--- config.mk ---
export PLATFORM = sky130hd
export DESIGN_NAME = sprite_blitter
export DESIGN_NICKNAME = d
export VERILOG_FILES = /design/src/rtl/sprite_blitter.sv
export SDC_FILE = /design/constraint.sdc
export NUM_CORES = 1
export LEC_CHECK = 0
export BUFFER_PORTS_ARGS = -buffer_cell sky130_fd_sc_hd__buf_2
export CORE_UTILIZATION = 54
export DETAILED_ROUTE_END_ITERATION = 7
export HOLD_SLACK_MARGIN = 0.03
export PLACE_DENSITY = 0.68
export SLEW_MARGIN = 20
export SYNTH_ARGS = -nofsm -noshare
export SYNTH_HDL_FRONTEND = slang
export SYNTH_SLANG_ARGS = --single-unit
--- constraint.sdc ---
create_clock -name sram_clk -period 7.75 [get_ports sram_clk]
set_clock_uncertainty 0.1 [all_clocks]
set_input_delay 0.775 -clock sram_clk [delete_from_list [all_inputs] [get_ports sram_clk]]
set_output_delay 0.775 -clock sram_clk [all_outputs]
set_load 0.005 [all_outputs]
--- src/rtl/sprite_blitter.sv ---
// Sprite blitter: queues draw commands, walks sprite pixels from a synchronous ROM,
// drops transparent/off-screen pixels and holds each kept pixel until a write slot.
module sprite_blitter #(
    parameter int          CMD_DEPTH   = 8,
    parameter int          ROM_AW      = 14,
    parameter logic [15:0] TRANSPARENT = 16'h0000,
    parameter int          H_RES       = 640,
    parameter int          V_RES       = 480
) (
    input  logic              sram_clk,
    input  logic              reset_n,
    input  logic              frame_start,
    input  logic              cmd_valid,
    output logic              cmd_ready,
    input  logic [9:0]        cmd_x,
    input  logic [9:0]        cmd_y,
    input  logic [5:0]        cmd_w,
    input  logic [5:0]        cmd_h,
    input  logic [ROM_AW-1:0] cmd_base,
    output logic [ROM_AW-1:0] rom_addr,
    input  logic [15:0]       rom_data,
    input  logic              write_strobe,
    output logic [9:0]        program_x,
    output logic [9:0]        program_y,
    output logic [15:0]       program_data,
    output logic              busy,
    output logic              frame_overrun
);
    localparam int PW = $clog2(CMD_DEPTH);
    localparam int CW = PW + 1;

    localparam logic [1:0] IDLE  = 2'd0;
    localparam logic [1:0] LOAD  = 2'd1;
    localparam logic [1:0] FETCH = 2'd2;
    localparam logic [1:0] RUN   = 2'd3;

    typedef struct packed {
        logic [9:0]        x;
        logic [9:0]        y;
        logic [5:0]        w;
        logic [5:0]        h;
        logic [ROM_AW-1:0] base;
    } cmd_t;

    cmd_t          fifo_mem [CMD_DEPTH];
    cmd_t          head;
    logic [PW-1:0] wr_ptr, rd_ptr;
    logic [CW-1:0] count;
    logic          push, pop;

    logic [1:0]    state;
    logic [9:0]    x0, y0;
    logic [5:0]    w, h, i, j;
    logic [15:0]   hold_data, cur_data;
    logic          hold_vld, pix_vld;
    logic [10:0]   px, py;
    logic          keep, resolve, last_px;

    assign head      = fifo_mem[rd_ptr];
    assign pop       = (state == LOAD);
    assign cmd_ready = (count != CW'(CMD_DEPTH)) || pop;
    assign push      = cmd_valid && cmd_ready && !frame_start;
    assign busy      = (count != '0) || (state != IDLE) || pix_vld;

    // rom_addr runs one word ahead of the pixel being resolved; when the pixel
    // register stalls, the current word is parked in hold_data.
    assign cur_data = hold_vld ? hold_data : rom_data;
    assign px       = {1'b0, x0} + {5'b0, i};
    assign py       = {1'b0, y0} + {5'b0, j};
    assign keep     = (cur_data != TRANSPARENT) && (px < 11'(H_RES)) && (py < 11'(V_RES));
    assign resolve  = (state == RUN) && (!pix_vld || write_strobe);
    assign last_px  = (i == w - 6'd1) && (j == h - 6'd1);

    always_ff @(posedge sram_clk) begin
        if (push) fifo_mem[wr_ptr] <= '{x: cmd_x, y: cmd_y, w: cmd_w, h: cmd_h, base: cmd_base};
    end

    always_ff @(posedge sram_clk or negedge reset_n) begin
        if (!reset_n) begin
            wr_ptr <= '0;
            rd_ptr <= '0;
            count  <= '0;
        end else if (frame_start) begin
            wr_ptr <= '0;
            rd_ptr <= '0;
            count  <= '0;
        end else begin
            if (push) wr_ptr <= wr_ptr + PW'(1);
            if (pop)  rd_ptr <= rd_ptr + PW'(1);
            case ({push, pop})
                2'b10:   count <= count + CW'(1);
                2'b01:   count <= count - CW'(1);
                default: count <= count;
            endcase
        end
    end

    always_ff @(posedge sram_clk or negedge reset_n) begin
        if (!reset_n) begin
            state     <= IDLE;
            x0        <= '0;
            y0        <= '0;
            w         <= '0;
            h         <= '0;
            i         <= '0;
            j         <= '0;
            rom_addr  <= '0;
            hold_data <= '0;
            hold_vld  <= 1'b0;
        end else if (frame_start) begin
            state    <= IDLE;
            hold_vld <= 1'b0;
        end else begin
            case (state)
                IDLE: if (count != '0) state <= LOAD;
                LOAD: begin
                    x0       <= head.x;
                    y0       <= head.y;
                    w        <= head.w;
                    h        <= head.h;
                    i        <= '0;
                    j        <= '0;
                    rom_addr <= head.base;
                    state    <= (head.w == '0 || head.h == '0) ? IDLE : FETCH;
                end
                FETCH: begin
                    rom_addr <= rom_addr + ROM_AW'(1);
                    hold_vld <= 1'b0;
                    state    <= RUN;
                end
                RUN: begin
                    if (resolve) begin
                        hold_vld <= 1'b0;
                        if (last_px) begin
                            state <= IDLE;
                        end else begin
                            rom_addr <= rom_addr + ROM_AW'(1);
                            if (i == w - 6'd1) begin
                                i <= '0;
                                j <= j + 6'd1;
                            end else begin
                                i <= i + 6'd1;
                            end
                        end
                    end else if (!hold_vld) begin
                        hold_data <= rom_data;
                        hold_vld  <= 1'b1;
                    end
                end
                default: state <= IDLE;
            endcase
        end
    end

    // Invalid pixel register always shows the off-screen park coordinate.
    always_ff @(posedge sram_clk or negedge reset_n) begin
        if (!reset_n) begin
            pix_vld       <= 1'b0;
            program_x     <= 10'd1023;
            program_y     <= 10'd511;
            program_data  <= TRANSPARENT;
            frame_overrun <= 1'b0;
        end else begin
            frame_overrun <= frame_start && busy;
            if (frame_start || (!(resolve && keep) && write_strobe)) begin
                pix_vld      <= 1'b0;
                program_x    <= 10'd1023;
                program_y    <= 10'd511;
                program_data <= TRANSPARENT;
            end else if (resolve && keep) begin
                pix_vld      <= 1'b1;
                program_x    <= px[9:0];
                program_y    <= py[9:0];
                program_data <= cur_data;
            end
        end
    end
endmodule

Word level (Yosys, flattened, before mapping)
Memories as Yosys holds them, arrays and structs flattened.
Cells that the tools add are included.

cells by class
  equal/unequal tests = 14
  order comparisons = 2
  reduce and logical (&&, ||, !) cells = 37
  mux-type cells = 37
  bitwise logic cells = 2
  $add $sub $neg = 11

operators with widths
  cell                                                           count
  two-way mux 16 bit                                             3
  one-hot mux 14 bit (3 select lines)                            1
  two-way mux 10 bit                                             4
  two-way mux 6 bit                                              6
  two-way mux 14 bit                                             2
  one-hot mux 6 bit (2 select lines)                             2
  adder 10 x 6 -> 11 bit                                         2
  nonzero test 16 bit                                            1
  adder 14 x 1 -> 14 bit (second input constant)                 1
  adder 6 x 1 -> 6 bit (second input constant)                   2
  equality test 6 bit                                            2
  logical NOT 6 bit                                              2
  two-way mux 3 bit                                              4
  subtractor 6 x 1 -> 6 bit (second input constant)              2
  less-than comparator 11 x 10 -> 1 bit (second input constant)  1
  less-than comparator 11 x 9 -> 1 bit (second input constant)   1
  two-way mux 2 bit                                              5
  nonzero test 2 bit                                             5
  logical AND 1 bit                                              9
  != test 3 bit (second input constant)                          3
  nonzero test 3 bit                                             3
  one-hot mux 2 bit (4 select lines)                             1
  one-hot mux 4 bit (2 select lines)                             1
  AND reduction 4 bit                                            2
  other kinds (19)                                               38

word-level totals
  input port bits = 67
  output and inout port bits = 53
  memories = 1
  register bits after elaboration = 125
  logic and storage cells = 122
  RAM bits = 368

memories
  name      words  width  rd ports  clocked after memory_dff  wr ports  line  text
  fifo_mem  8      46     1         0                         1         45    cmd_t fifo_mem [CMD_DEPTH];

Depth between registers and ports, before layout
Gate-level depths: netlist (run 1).

  depth in word-level cells = 9
  depth in mapped cells = 13
  depth with buffers taken out = 11

Worst setup path after synthesis (run 1)
OpenSTA, ideal clock, no wires.

  path kind = input to register
  from = input frame_start
  to = memory fifo_mem[0][0] (netlist name), enable pin
  buffers on the path = 2
  data required time = 7.144 ns
  data arrival time = 4.700 ns
  stages on the path = 4
  setup time = 0.506 ns
  slack = 2.444 ns
  path through = clkbuf_1 > clkbuf_1 > or3_1 > nor3_1

on the way
  cells in the longest elaborated chain, start to end = 4

ends and longest elaborated chain
  element                                  line  text
  start: declaration                       12    input logic frame_start,
  logical NOT 1 bit                        62    assign push = cmd_valid && cmd_ready && !frame_start;
  logical AND 1 bit                        62
  two-way mux 1 bit                        75    if (push) fifo_mem[wr_ptr] <= '{x: cmd_x, y: cmd_y, w: cmd_w, h: cmd_h, base: cmd_base};
  two-way mux 1 bit (not written as such)  75
  end: declaration                         45

No other way between the ends.

Final worst setup path (run 1)
  from = register hold_vld
  to = register program_y[6]

on the way
  cells in the longest elaborated chain, start to end = 9
  elaborated cells between the ends (all ways) = 10
  those cells by class = mux: 2; reduce/logical: 8

ends and longest elaborated chain
  element                                                          line      text
  start: declaration                                               55        logic hold_vld, pix_vld;
  start signal: assignment                                         109       hold_vld <= 1'b0;
  start signal: assignment                                         112       hold_vld <= 1'b0;
  start signal: assignment                                         128       hold_vld <= 1'b0;
  two-way mux 16 bit *                                             -
  nonzero test 16 bit *                                            70        assign keep = (cur_data != TRANSPARENT) && (px < 11'(H_RES)) && (py < 11'(V_RES));
  logical AND 1 bit * (2 in series)                                70
  logical AND 1 bit *                                              165, 170
  logical NOT 1 bit                                                165       if (frame_start || (!(resolve && keep) && write_strobe)) begin
  logical AND 1 bit                                                165
  logical OR 1 bit                                                 165
  two-way mux 10 bit / nonzero test 2 bit (equally long branches)  -
  end signal: assignment                                           173       program_y <= py[9:0];
  end: declaration                                                 24        output logic [9:0] program_y,

Every way passes the cells marked *; elsewhere a longest branch is shown, timed or not.
A chain may end at the register's enable or synchronous reset.

==> results of run 1 <==
==> how the worst min path moves through the flow <==
| stage | start | endpoint | cells past startpoint |
|---|---|---|---|
| 3_3_place_gp | hold_data[11] | hold_data[11] | 2 |
| 5_1_grt | reset_n | program_y[9] | 1 |
| 2_1_floorplan | hold_data[11] | hold_data[11] | 2 |
| 4_1_cts | reset_n | rom_addr[8] | 1 |
| 6_report | reset_n | program_y[9] | 1 |
| 3_5_place_dp | hold_data[13] | hold_data[13] | 2 |
==> area by class of cell <==
type,count,area share (%)
clock buffers,65,5.78
inverters,31,0.499
repair buffers,136,3.13
clock inverters,28,1.28
diodes,1,0.0107
multi-input cells,661,25.7
flip-flops and latches,493,60.9
well taps,504,2.70
==> through the flow <==
stage | worst slack (ns) | power [mW]
2_1_floorplan | 2.44 | 4.47
3_3_place_gp | 3.85 | 4.91
3_5_place_dp | 3.75 | 4.94
4_1_cts | 3.71 | 7.34
5_1_grt | 3.55 | 7.62
6_report | 3.87 | 7.28
==> kinds of logic after synthesis <==
group                    Yosys count  share of synthesized area [%]
AO/OA/AOI/OAI                    186                           5.77
XOR/XNOR                          33                           1.41
adder cells (fa/ha/maj)           24                           1.58
buffers and inverters             89                           1.80
flip-flops                       493                           69.3
multiplexers                     179                           14.5
AND/OR/NAND/NOR                  239                           5.64
==> layer usage <==
layer	GRT usage, %	wire, um	vias to the layer above
li1	-	-	5095
met1	33.8	19800	5743
met2	36.0	20300	277
met3	3.35	2020	78
met4	8.21	1160	4
met5	0	21	-
==> state kept, by name (all words and copies together) (netlist names) <==
signal / count
fifo_mem: 368
hold_data: 16
program_data: 16
rom_addr: 14
program_x: 10
program_y: 10
x0: 10
y0: 10
h: 6
i: 6
j: 6
w: 6
count: 4
rd_ptr: 3
wr_ptr: 3
state: 2
frame_overrun: 1
hold_vld: 1
pix_vld: 1
==> synthesized netlist by cell type (21+ instances only) <==
master and n:
nand2_1 51, mux4_2 92, mux2_2 24, edfxtp_1 368, a21oi_1 71, nand3_1 22
nor2_1 88, inv_1 31, xnor2_1 22, ha_1 21, o21ai_0 39, mux2i_1 63
dfrtp_1 106, clkbuf_1 32
==> power breakdown <==
group          leakage [nW]  internal, mW  switching (mW)  total, mW
sequential             4.85          3.06           0.211       3.27
combinational          2.38         0.752           0.857       1.61
clock                 0.806          1.40           0.995       2.40
==> placed cells by master, fill, tap and decap left out, types with 12 or more instances in the layout <==
master,n
nor2_1,80
o22ai_1,12
dfstp_2,19
clkbuf_16,51
buf_4,17
o21ai_0,39
edfxtp_1,368
xnor2_1,22
nand3_1,22
ha_1,21
a21oi_1,71
dfrtp_1,103
mux4_2,92
mux2_2,24
nand2b_1,15
inv_1,31
clkbuf_1,12
clkinv_2,13
buf_2,118
mux2i_1,63
nand2_1,51
==> key figures, run 1 <==
Layout
  – Fill cell count: around 2.7k
  – Area grow syn2layout: 13.8%
  – Share of cells above drive strength 1: 27.2%
  – Nets: 1,464
  – Multi-input gate area: 5990 um^2
  – Final Util: 63.1%
  – Layout Cells excl Fill: between 1.5k and 2k
  – Design area: 23,300 um^2
  – FF/Latch Area: 14,200 um^2

Global route
  – Gr usage total: 23.1%
  – Vias in the first global route: between 10k and 15k
  – Initial antenna violation count: 2
  – Largest net degree at the start of global routing: 70
  – GRT overflow: 0
  – First-pass GRT wire length: 67,100 um

Setup path
  – FF-to-FF End: program_y[6]
  – Worst setup path end: program_y[6]
  – Critical path class: flip-flop to flip-flop
  – Startpoint Class: flip-flop
  – Nature of the critical path endpoint: flip-flop
  – Critical path depth: 7
  – CP max FO: 25
  – Delay-heaviest family, CP: compound AO/OA/AOI/OAI gates
  – Setup slack, reg-to-reg: between 3 and 4 ns
  – R2r worst-path depth: 7
  – Critical path, cell by cell: mux2i_1, and4_1, a311o_1, a41oi_1, or4b_1, o21ai_4, o32a_1
  – Req. time, crit path: 8.17 ns
  – RR Startpoint: hold_vld
  – CP max stage cell: dfrtp_1
  – Critical path arrival: between 4 and 5 ns
  – WP buf/inv: 0
  – Setup crit start: hold_vld
  – Delay of the slowest critical-path stage: 1.00 ns

Placed design
  – # port buffers: 119
  – Placed cells: 1,825
  – Routability cong.: approximately 0.88
  – DPL Wire Length: 25,800 um
  – Placed standard-cell area: 21,700 um^2

STA
  – Final min period: 3.88 ns
  – FMAX: roughly 260 MHz
  – Fin crit share: 50.0%
  – Final setup fails: 0
  – Hold Vio Cnt, Final: 0
  – Unrepaired setup endpoints after global routing: false
  – Setup TNS: 0 ns
  – Max-slew violations: 0
  – Worst Tran Pin Value: roughly 1.0 ns
  – Max_slew headroom: 30.7%
  – Hold_ws: 0.187 ns

Clocking
  – Post CTS Setup Buffer Count: 0
  – Post-cts resize count: 0
  – Clock Latency Late Sink: 0.60 ns
  – Number of buffers created by CTS: 50
  – Root buf cell: clkbuf_16
  – Worst-path clk slew: 0.06 ns
  – Post-CTS Hold Buffers: 0
  – CTS tree: done
  – H-Tree Depth: 2
  – Clock buffer depth: 3
  – Num Clock Sinks: 493

Flow run
  – Max-cap violations: 0

Yosys
  – Post-synthesis sequential area ratio: 69.3%
  – Netlist cell types: 61
  – Top FF cell, synth: edfxtp_1
  – Synth top area share: roughly 54%
  – Syn avg cell area: 16.5 um^2
  – Net count after synthesis: 1,334
  – Leading post-synthesis cells by cell area: edfxtp_1, dfrtp_1, mux4_2
  – Post-synth EDFFs: 368
  – Yosys warnings: 0
  – Cell taking the most area after synthesis: edfxtp_1
  – Syn Std Cell Area: about 20,000 um^2
  – Seq cells post-synth: 493
  – Gate Count Post-Synth: 1,243
  – Post-synthesis async set-or-reset flop share: 25.4%

Power
  – LEAKAGE: 8.04 nW
  – Pwr per Cell Area: 312 nW/um^2
  – Maximum vdd ir drop: 0.210 mV

Routing
  – Routed vias: about 11k
  – ANT nets after route: 0
  – Final WL: roughly 43,000 um
  – DR pass1 iterations: 6
  – # DRC: 0
  – WL/cell: 22.6 um
  – Vias per cell: 5.83
  – DRT iter0 DRCs: 784

Floorplanning
  – Top Ports: 120
  – Cell row count: 70
  – Die Y: 197 um
  – Die area: between 30,000 and 40,000 um^2
  – Die width: 197 um
  – Initial Util: 55.4%
  – Core ar.: 37,000 um^2

Hold path
  – Worst hold-check path type: input pin to async pin

Status
  – Outcome: complete, no violations
No activity file was read; power rests on OpenSTA's default activity.
==> run 2, diff against run 1 <==
Clock period 7.75 ns to 3.67 ns, I/O delays scaled along.
==> key figures, run 2 (synthesis results as in run 1) <==
Status
  – Outcome: complete, no violations (unchanged)

Clocking
  – Worst-path clk slew: 0.06 ns (about the same)
  – Post CTS Setup Buffer Count: 0 (unchanged)
  – Root buf cell: clkbuf_16 (unchanged)
  – Number of buffers created by CTS: 49 (was 50)
  – H-Tree Depth: 2 (unchanged)
  – CTS tree: done (unchanged)
  – Clock buffer depth: 3 (unchanged)
  – Clock Latency Late Sink: 0.58 ns (was 0.60 ns)
  – Num Clock Sinks: 493 (unchanged)

Flow run
  – Max-cap violations: 0 (unchanged)

Routing
  – WL/cell: 22.2 um (was 22.6 um)
  – Routed vias: 11.5k (was 11.2k)
  – DRT iter0 DRCs: 785 (was 784)
  – # DRC: 0 (unchanged)
  – DR pass1 iterations: 8 (was 6)
  – ANT nets after route: 0 (unchanged)
  – Final WL: 44,100 um (was 43,300 um)
  – Vias per cell: 5.78 (was 5.83)

Global route
  – Vias in the first global route: 11.7k (was 11.3k)
  – GRT overflow: 0 (unchanged)
  – Gr usage total: 23.7% (was 23.1%)
  – Largest net degree at the start of global routing: 126 (was 70)
  – First-pass GRT wire length: 68,800 um (was 67,100 um)
  – Initial antenna violation count: 1 (was 2)

Layout
  – Nets: 1,536 (was 1,464)
  – Design area: 24,100 um^2 (was 23,300 um^2)
  – Most flops, register: fifo_mem (unchanged)
  – Final Util: 65.2% (was 63.1%)
  – Largest register FFs: 368 (unchanged)
  – Share of cells above drive strength 1: 26.1% (was 27.2%)
  – Area grow syn2layout: 17.6% (was 13.8%)
  – Layout Cells excl Fill: 1,988 (was 1,919)
  – Biggest regs: fifo_mem: 368 flops, hold_data: 16 flops, program_data: 16 flops (unchanged)
  – Most frequent cells in the layout: edfxtp_1, buf_2, dfrtp_1 (unchanged)
  – Most common cell after layout, fill and taps aside: edfxtp_1 (unchanged)

Power
  – Reg power frac: 45.7% (was 45.0%)
  – Int Power: 11.0 mW (was 5.22 mW)
  – Clock power share: 31.8% (was 32.9%)
  – Net load switching power: 4.33 mW (was 2.06 mW)
  – Pwr per Cell Area: 637 nW/um^2 (was 312 nW/um^2)
  – Combinational power share: 22.4% (was 22.1%)
  – Maximum vdd ir drop: 0.416 mV (was 0.210 mV)
  – Sw frac: 28.2% (was 28.3%)
  – LEAKAGE: 8.34 nW (was 8.04 nW)
  – Total power: 15.3 mW (was 7.28 mW)

Floorplanning
  – Die area: 38,700 um^2 (unchanged)
  – Initial Util: 55.4% (unchanged)
  – Top Ports: 120 (unchanged)
  – Cell row count: 70 (unchanged)
  – Die width: 197 um (unchanged)
  – Core ar.: 37,000 um^2 (unchanged)
  – Die Y: 197 um (unchanged)

Setup path
  – Req. time, crit path: 4.06 ns (was 8.17 ns)
  – Critical path arrival: 3.83 ns (was 4.30 ns)
  – Startpoint Class: flip-flop (unchanged)
  – Critical path class: flip-flop to flip-flop (unchanged)
  – Setup slack, reg-to-reg: 0.22 ns (was 3.87 ns)
  – Nature of the critical path endpoint: flip-flop (unchanged)
  – CP max FO: 13 (was 25)

STA
  – Max-slew violations: 0 (unchanged)
  – Final worst slack: 0.224 ns (was 3.87 ns)
  – Hold_ws: 0.0629 ns (was 0.187 ns)
  – Worst Tran Pin Value: 0.940 ns (was 1.04 ns)
  – Setup TNS: 0 ns (unchanged)
  – Hold Vio Cnt, Final: 0 (unchanged)
  – Final min period: 3.45 ns (was 3.88 ns)
  – FMAX: 290 MHz (was 258 MHz)
  – Fin crit share: 93.9% (was 50.0%)
  – Unrepaired setup endpoints after global routing: false (unchanged)
  – Final setup fails: 0 (unchanged)
  – Max_slew headroom: 37.3% (was 30.7%)

Placed design
  – DP Worst Slack: 0.163 ns (was 3.75 ns)
  – # port buffers: 119 (unchanged)
  – Routability cong.: 0.853 (was 0.878)
  – Placed standard-cell area: 21,900 um^2 (was 21,700 um^2)
  – Placed cells: 1,839 (was 1,825)
  – DPL Wire Length: 26,300 um (was 25,800 um)

Hold path
  – Worst hold-check path type: input pin to flip-flop (was input pin to async pin)
==> run 2: changes by cell type in the layout (fill, tap and decap cells not counted), sizes merged <==
cell         delta
clkinv          -5
clkinvlp        -1
bufinv          -2
diode           +1
inv             -1
buf            +14
dlygate4sd3    +59
clkbuf          +4
==> run 2: repair_timing <==
item	CTS	global route
gates resized for setup	0	1
hold endpoints to repair	498	0
setup endpoints to repair	0	14
hold buffers	59	0
==> run 2: routing by layer <==
metal | up-vias | wire (um) | GRT usage, %
met5 | - | 0 | 0
met2 | 325 | 21300 | 38.0
met3 | 54 | 2200 | 3.34
met4 | 0 | 857 | 7.26
met1 | 5877 | 19800 | 34.1
li1 | 5244 | - | -
==> run 2: path summary, 6_finish.rpt <==
check	startpoint	endpoint	cells past startpoint
hold / removal	rom_data[1]	hold_data[1]	3
max in group asynchronous	reset_n	rd_ptr[1]	3
setup / recovery	i[0]	program_data[2]	10
hold reg to reg	hold_data[1]	hold_data[1]	2
setup reg to reg	i[0]	program_data[2]	10
min in group asynchronous	reset_n	rom_addr[7]	3
==> run 2: critical path, cell delays in order (launching register included) <==
cell	delay, ns
dfrtp_1	0.44
ha_1	0.25
fa_1	0.43
a211oi_1	0.26
o21a_1	0.18
o21bai_1	0.19
nand3b_1	0.19
a21oi_1	0.08
or4b_4	0.56
or3_4	0.47
o22ai_1	0.17
==> run 2: power by group through the flow <==
stage               clock (mW)  sequential, mW  combinational, mW
CTS                       4.96            7.02               3.48
finish                    4.88            7.02               3.44
detailed placement           0            7.13               3.41
floorplan                    0            6.86               2.57
global placement             0            7.11               3.36
global route              5.18            7.09               3.82
==> run 2: cell type report <==
class | instances | area [um^2]
Inverter | 31 | 116
Multi-Input combinational cell | 661 | 6000
Tap cell | 504 | 631
Sequential cell | 493 | 14200
Timing Repair Buffer | 209 | 1570
Clock inverter | 19 | 174
Fill cell | 2610 | 12900
Clock buffer | 69 | 1400
Antenna cell | 2 | 5.00
